--- config.mk ---
export PLATFORM = sky130hd
export DESIGN_NAME = wb_load_resp_stage
export DESIGN_NICKNAME = d
export VERILOG_FILES = /design/src/rtl/wb_load_resp_stage.sv
export SDC_FILE = /design/constraint.sdc
export NUM_CORES = 1
export LEC_CHECK = 0
export CAP_MARGIN = 20
export CORE_ASPECT_RATIO = 0.6
export CORE_MARGIN = 2
export CORE_UTILIZATION = 46
export DETAILED_ROUTE_END_ITERATION = 7
export GPL_ROUTABILITY_DRIVEN = 1
export PLACE_DENSITY = 0.76
export SYNTH_ARGS = -nofsm -noshare
export SYNTH_HDL_FRONTEND = slang
export SYNTH_SLANG_ARGS = --single-unit
--- constraint.sdc ---
create_clock -name clk -period 3.59 [get_ports clk]
set_clock_uncertainty 0.2 [all_clocks]
set_input_delay 0.718 -clock clk [delete_from_list [all_inputs] [get_ports clk]]
set_output_delay 0.718 -clock clk [all_outputs]
set_load 0.02 [all_outputs]
--- src/rtl/wb_load_resp_stage.sv ---
// wb_load_resp_stage: writeback stage with a decoupled load-response channel.
// Early load responses are queued in a small FIFO, and WB stalls until the
// data for its load is available. The data is then aligned and extended for
// LW/LB/LBU/LH/LHU/LWL/LWR.
// Optional feature macro: WB_RESP_FWD_EN. When it is defined, a response that
// arrives while the FIFO is empty goes straight to a waiting load.
module wb_load_resp_stage #(
    parameter int RESP_DEPTH = 2,
    parameter int CNT_W      = $clog2(RESP_DEPTH + 1)
) (
    input  logic        clk,
    input  logic        rst,
    input  logic        mem_to_wb_valid,
    output logic        wb_allowin,
    output logic        wb_stage_valid,
    output logic        wb_stall,
    input  logic        mem_load_issue,
    output logic        load_credit,
    input  logic        data_rvalid,
    input  logic [31:0] data_rdata,
    output logic        resp_err,
    input  logic [3:0]  RegWrite_MEM_WB,
    input  logic [2:0]  LoadType_MEM_WB,
    input  logic        AltSel_MEM_WB,
    input  logic [31:0] AltData_MEM_WB,
    input  logic [4:0]  RegWaddr_MEM_WB,
    input  logic [31:0] ALUResult_MEM_WB,
    input  logic [31:0] RegRdata2_MEM_WB,
    input  logic [31:0] PC_MEM_WB,
    output logic [4:0]  RegWaddr_WB,
    output logic [31:0] RegWdata_WB,
    output logic [3:0]  RegWrite_WB,
    output logic [31:0] RegWdata_Bypass_WB,
    output logic [31:0] PC_WB
);

    localparam int PTR_W = (RESP_DEPTH > 1) ? $clog2(RESP_DEPTH) : 1;

    localparam logic [2:0] LT_LW  = 3'd1;
    localparam logic [2:0] LT_LB  = 3'd2;
    localparam logic [2:0] LT_LBU = 3'd3;
    localparam logic [2:0] LT_LH  = 3'd4;
    localparam logic [2:0] LT_LHU = 3'd5;
    localparam logic [2:0] LT_LWL = 3'd6;
    localparam logic [2:0] LT_LWR = 3'd7;

    // WB pipeline register
    logic        wb_valid_q;
    logic [3:0]  regwrite_q;
    logic [2:0]  loadtype_q;
    logic        altsel_q;
    logic [31:0] altdata_q;
    logic [4:0]  waddr_q;
    logic [31:0] alu_q;
    logic [31:0] rt_q;
    logic [31:0] pc_q;

    // Response FIFO and occupancy tracking
    logic [31:0]      fifo_mem_q [RESP_DEPTH];
    logic [PTR_W-1:0] wr_ptr_q, wr_ptr_d;
    logic [PTR_W-1:0] rd_ptr_q, rd_ptr_d;
    logic [CNT_W-1:0] fifo_count_q, fifo_count_d;
    logic [CNT_W-1:0] outstanding_q, outstanding_d;
    logic             resp_err_q, resp_err_d;

    logic        is_load;
    logic        fifo_empty;
    logic        fifo_full;
    logic        rsp_accept;
    logic        fwd_hit;
    logic        wb_ready_go;
    logic        wb_fire;
    logic        pop;
    logic        push_req;
    logic        overflow;
    logic        push;
    logic [CNT_W:0] inflight;
    logic [31:0] load_word;
    logic [31:0] aligned;
    logic [31:0] result;

    function automatic logic [PTR_W-1:0] ptr_inc(input logic [PTR_W-1:0] p);
        return (p == PTR_W'(RESP_DEPTH - 1)) ? '0 : p + 1'b1;
    endfunction

    assign is_load    = (loadtype_q != 3'd0);
    assign fifo_empty = (fifo_count_q == '0);
    assign fifo_full  = (fifo_count_q == CNT_W'(RESP_DEPTH));
    // A response is only meaningful when a load is actually outstanding.
    assign rsp_accept = data_rvalid && (outstanding_q != '0);

`ifdef WB_RESP_FWD_EN
    assign fwd_hit = rsp_accept && fifo_empty && wb_valid_q && is_load;
`else
    assign fwd_hit = 1'b0;
`endif

    assign wb_ready_go = !is_load || !fifo_empty || fwd_hit;
    assign wb_fire     = wb_valid_q && wb_ready_go;
    assign wb_allowin  = !wb_valid_q || wb_ready_go;
    assign wb_stall    = wb_valid_q && !wb_ready_go;
    assign wb_stage_valid = wb_valid_q;

    assign pop      = wb_fire && is_load && !fwd_hit;
    assign push_req = rsp_accept && !fwd_hit;
    // A full FIFO can still take a beat when the head leaves in the same cycle.
    assign overflow = push_req && fifo_full && !pop;
    assign push     = push_req && !overflow;

    assign inflight    = {1'b0, outstanding_q} + {1'b0, fifo_count_q};
    assign load_credit = (inflight < (CNT_W + 1)'(RESP_DEPTH));
    assign resp_err    = resp_err_q;

    // Next-state for FIFO pointers, occupancy, outstanding loads and error flag
    always_comb begin
        wr_ptr_d      = push ? ptr_inc(wr_ptr_q) : wr_ptr_q;
        rd_ptr_d      = pop  ? ptr_inc(rd_ptr_q) : rd_ptr_q;
        fifo_count_d  = fifo_count_q + CNT_W'(push) - CNT_W'(pop);
        outstanding_d = outstanding_q + CNT_W'(mem_load_issue) - CNT_W'(rsp_accept);
        resp_err_d    = resp_err_q || (data_rvalid && (outstanding_q == '0)) || overflow;
    end

    // Control state registers; reset discards every in-flight response
    always_ff @(posedge clk) begin
        if (rst) begin
            wr_ptr_q      <= '0;
            rd_ptr_q      <= '0;
            fifo_count_q  <= '0;
            outstanding_q <= '0;
            resp_err_q    <= 1'b0;
        end else begin
            wr_ptr_q      <= wr_ptr_d;
            rd_ptr_q      <= rd_ptr_d;
            fifo_count_q  <= fifo_count_d;
            outstanding_q <= outstanding_d;
            resp_err_q    <= resp_err_d;
        end
    end

    genvar gi;
    generate
        for (gi = 0; gi < RESP_DEPTH; gi++) begin : g_fifo
            // Capture a response word into the slot addressed by the write pointer
            always_ff @(posedge clk) begin
                if (push && (wr_ptr_q == PTR_W'(gi))) begin
                    fifo_mem_q[gi] <= data_rdata;
                end
            end
        end
    endgenerate

    // WB register: take the MEM fields whenever the stage accepts a new instruction
    always_ff @(posedge clk) begin
        if (rst) begin
            wb_valid_q <= 1'b0;
            regwrite_q <= '0;
            loadtype_q <= '0;
            altsel_q   <= 1'b0;
            altdata_q  <= '0;
            waddr_q    <= '0;
            alu_q      <= '0;
            rt_q       <= '0;
            pc_q       <= '0;
        end else if (wb_allowin) begin
            wb_valid_q <= mem_to_wb_valid;
            if (mem_to_wb_valid) begin
                regwrite_q <= RegWrite_MEM_WB;
                loadtype_q <= LoadType_MEM_WB;
                altsel_q   <= AltSel_MEM_WB;
                altdata_q  <= AltData_MEM_WB;
                waddr_q    <= RegWaddr_MEM_WB;
                alu_q      <= ALUResult_MEM_WB;
                rt_q       <= RegRdata2_MEM_WB;
                pc_q       <= PC_MEM_WB;
            end
        end
    end

    assign load_word = fwd_hit ? data_rdata : fifo_mem_q[rd_ptr_q];

    // Align and extend the load word by access type and low address bits
    always_comb begin
        aligned = load_word;
        case (loadtype_q)
            LT_LW: aligned = load_word;
            LT_LB, LT_LBU: begin
                case (alu_q[1:0])
                    2'd0: aligned = {24'd0, load_word[7:0]};
                    2'd1: aligned = {24'd0, load_word[15:8]};
                    2'd2: aligned = {24'd0, load_word[23:16]};
                    default: aligned = {24'd0, load_word[31:24]};
                endcase
                if (loadtype_q == LT_LB) begin
                    aligned[31:8] = {24{aligned[7]}};
                end
            end
            LT_LH, LT_LHU: begin
                aligned = alu_q[1] ? {16'd0, load_word[31:16]} : {16'd0, load_word[15:0]};
                if (loadtype_q == LT_LH) begin
                    aligned[31:16] = {16{aligned[15]}};
                end
            end
            LT_LWL: begin
                case (alu_q[1:0])
                    2'd0: aligned = {load_word[7:0],  rt_q[23:0]};
                    2'd1: aligned = {load_word[15:0], rt_q[15:0]};
                    2'd2: aligned = {load_word[23:0], rt_q[7:0]};
                    default: aligned = load_word;
                endcase
            end
            LT_LWR: begin
                case (alu_q[1:0])
                    2'd0: aligned = load_word;
                    2'd1: aligned = {rt_q[31:24], load_word[31:8]};
                    2'd2: aligned = {rt_q[31:16], load_word[31:16]};
                    default: aligned = {rt_q[31:8], load_word[31:24]};
                endcase
            end
            default: aligned = load_word;
        endcase
    end

    assign result = altsel_q ? altdata_q : (is_load ? aligned : alu_q);

    assign RegWrite_WB        = wb_fire ? regwrite_q : 4'd0;
    assign RegWaddr_WB        = wb_fire ? waddr_q    : 5'd0;
    assign RegWdata_WB        = wb_fire ? result     : 32'd0;
    assign RegWdata_Bypass_WB = result;
    assign PC_WB              = pc_q;

endmodule

==> results.py <==
metrics = {
    "critical_path": {
        "required_ns": 2.67,
        "setup.worst_path.start_class": "flop",
        "worstPathArrival_ns": 2.85,
        "endpoint_kind": "primary output",
        "rrSetupSlack_ns": 0.78,
        "path_class": "flop to primary output",
        "cp_max_fo": 6,
    },
    "synth": {
        "ys_seq_area_share_pct": 45.53,
        "syn_inst": 1260,
        "yosysUniqueCellTypes": 71,
        "syn_area_mm2": 0.01082,
        "yosys_register_bits": 214,
        "synth_top_area_share_pct": 27.76,
        "yosysMostFrequentCell": "nand2_1",
        "async_flop_share_pct": 0,
        "yosysTopAreaCell": "dfxtp_1",
        "ys_top_cells_by_count": "nand2_1, a21oi_1, dfxtp_1",
        "synth_edf_count": 64,
        "yosysWarnings": 0,
        "synth_flop_cell": "dfxtp_1",
        "synthTopCellsByArea": "dfxtp_1, edfxtp_1, nand2_1",
        "synth_area_per_cell_um2": 8.585,
        "syn_nets": 1442,
    },
    "global_route": {
        "grt_max_degree": 66,
        "grt_pass1_wl_um": 69060,
        "grt-ovfl-total": 0,
        "grt_pass1_vias": 11150,
        "antenna_found_initial": 1,
        "grt_use_total_pct": 37.40,
    },
    "clock_network": {
        "clk_pin_slew_worst_paths_ns": 0.07,
        "cts_max_path_buffers": 3,
        "cts_hold_buffers": 0,
        "htree_num_levels": 1,
        "cts_tree": "done",
        "cts.sinks": 214,
        "clkLatencyLatePin_ns": 0.53,
        "numCtsBuffers": 21,
        "cts_root_buffer": "clkbuf_16",
    },
    "power": {
        "powerDensity_mw_per_mm2": 514.1,
        "leakage_uw": 0.006558,
        "irDropWorstVdd_uv": 283.9,
    },
    "floorplan": {
        "die_w_um": 202.0,
        "pin_count": 288,
        "die_height_um": 122.8,
        "coreArea_mm2": 0.02308,
        "start_util_pct": 46.86,
        "num_rows": 43,
        "die-area_mm2": 0.02480,
    },
    "placement": {
        "port-buffer-count": 287,
        "routabilityCongestion": 0.9571,
        "hpwl_um": 35260,
        "postPlaceCellArea_mm2": 0.01498,
    },
    "outcome": {
        "status": "complete, but fails checks",
        "failed_checks": "negative setup slack",
    },
    "finish": {
        "final_area_mm2": 0.01694,
        "drive_above_1_share_pct": 27.51,
        "regArea_mm2": 0.004941,
        "nNetsFinal": 1850,
        "fillerInstances": 1736,
        "area_growth_pct": 56.60,
        "multiInputGateArea_mm2": 0.006250,
        "n_antenna_cell": 0,
    },
    "timing": {
        "worst_slack_ns": -0.1736,
        "tns_ns": -3.625,
        "fmax_ghz": 0.2657,
        "worst_hold_slack_ns": 0.2504,
        "finalSetupViolCount": 48,
        "slew_violations": 0,
        "hold_viol_final": 0,
        "period_share_pct": 104.8,
        "rsz0062_at_grt": "true",
        "tightest_slew_ns": 0.5854,
        "maxSlewHeadroom_pct": 60.98,
        "period_needed_ns": 3.764,
    },
    "detailed_routing": {
        "wl_per_cell_um": 24.02,
        "ant_nets": 0,
        "wl_um": 47990,
        "via_per_inst": 5.877,
        "initialDrtViolationCount": 1369,
        "drt_pass1_iterations": 6,
        "vias": 11740,
        "drc_errors": 0,
    },
    "flow_run": {
        "cap_violations": 0,
    },
    "hold_path": {
        "min_path_type": "flop to flop",
    },
}
logic make-up after synthesis:
kind of cell	synth area share [%]
xor+xnor	0.4858
simple gates	20.65
mux	10.06
buf+inv	4.904
fa+ha+maj	0.5321
compound gates	17.84
flops	45.53
path summary, 6_finish.rpt:
check,depth (start not counted),start,endpoint
setup / recovery,8,flop,RegWdata_Bypass_WB[21]
hold / removal,2,regwrite_q[0],regwrite_q[0]
setup reg to reg,10,loadtype_q[1],fifo_count_q[1]
hold reg to reg,2,regwrite_q[0],regwrite_q[0]
worst max-delay path: stages, from the launching register on:
cell and delay (ns):
dfxtp_4 0.42, mux4_2 0.57, a31oi_1 0.19, a21bo_4 0.28
buf_12 0.14, nor4_4 0.33, buf_4 0.17, nor3_2 0.04
buf_4 0.18
flip-flops by register name, summed over array words and instances, names as in the netlist, named ones only:
register        cells
fifo_mem_q         64
fifo_count_q        2
rd_ptr_q            1
rt_q               32
altdata_q          32
wb_stage_valid      1
wr_ptr_q            1
resp_err            1
altsel_q            1
PC_WB              32
outstanding_q       2
alu_q              32
regwrite_q          4
loadtype_q          3
waddr_q             5
layout make-up:
class                      instances  share of cell area [%]
multi-input combinational        927                   36.90
sequential                       214                   29.17
timing repair buffer             485                   26.70
clock buffer                      31                   3.937
tap                              315                   2.327
clock inverter                     7                  0.5245
inverter                          19                  0.4432
per-layer routing:
metal  global-route usage [%]  vias up  part of all wire [%]
met5                        0        -                 0.027
met3                    13.44      133                    13
li1                         -     5251                     -
met4                    10.85        2                   3.3
met1                    50.60     5604                    41
met2                    56.46      752                    42
where the power goes:
group	switching, uW	internal [uW]	total [uW]
logic	1780	1490	3270
registers	214	2780	2990
clock network	1000	1440	2440
layout by cell type (no fill, tap or decap), types with 7 or more instances in the layout:
master / instances
mux2i_4: 10
o22ai_1: 18
mux2_4: 12
buf_4: 183
o21ai_0: 23
nor4_4: 8
nor2b_1: 7
and2_1: 16
mux2i_1: 23
a21oi_1: 171
inv_1: 16
edfxtp_1: 64
mux2_2: 12
dlygate4sd2_1: 7
a211oi_1: 10
nand2_1: 316
dfxtp_1: 143
mux4_2: 19
buf_12: 17
clkbuf_16: 24
nor2_2: 9
nor3_1: 19
nor3_2: 9
buf_6: 37
buf_2: 19
clkdlybuf4s50_1: 213
nor2_1: 89
repair_timing:
action	in CTS	in global routing
endpoints found under the hold margin	0	0
setup endpoints to repair	73	65
gates resized for setup	440	120
cloned	2	0
setup buffers	29	24
pin swaps	43	46
through the flow:
stage / std cells / total power [uW] / setup slack (ns) / util [%]
floorplan: 1260 / 4355 / 0.1144 / -
CTS: 1980 / 8430 / -0.1831 / 71.20
global placement: 1917 / 5760 / -0.1930 / 64.90
global route: 1998 / 8987 / -0.2281 / 73.39
finish: 1998 / 8709 / -0.1736 / 73.39
detailed placement: 1917 / 5801 / -0.2061 / 64.90
(Power assumes the default switching activity.)
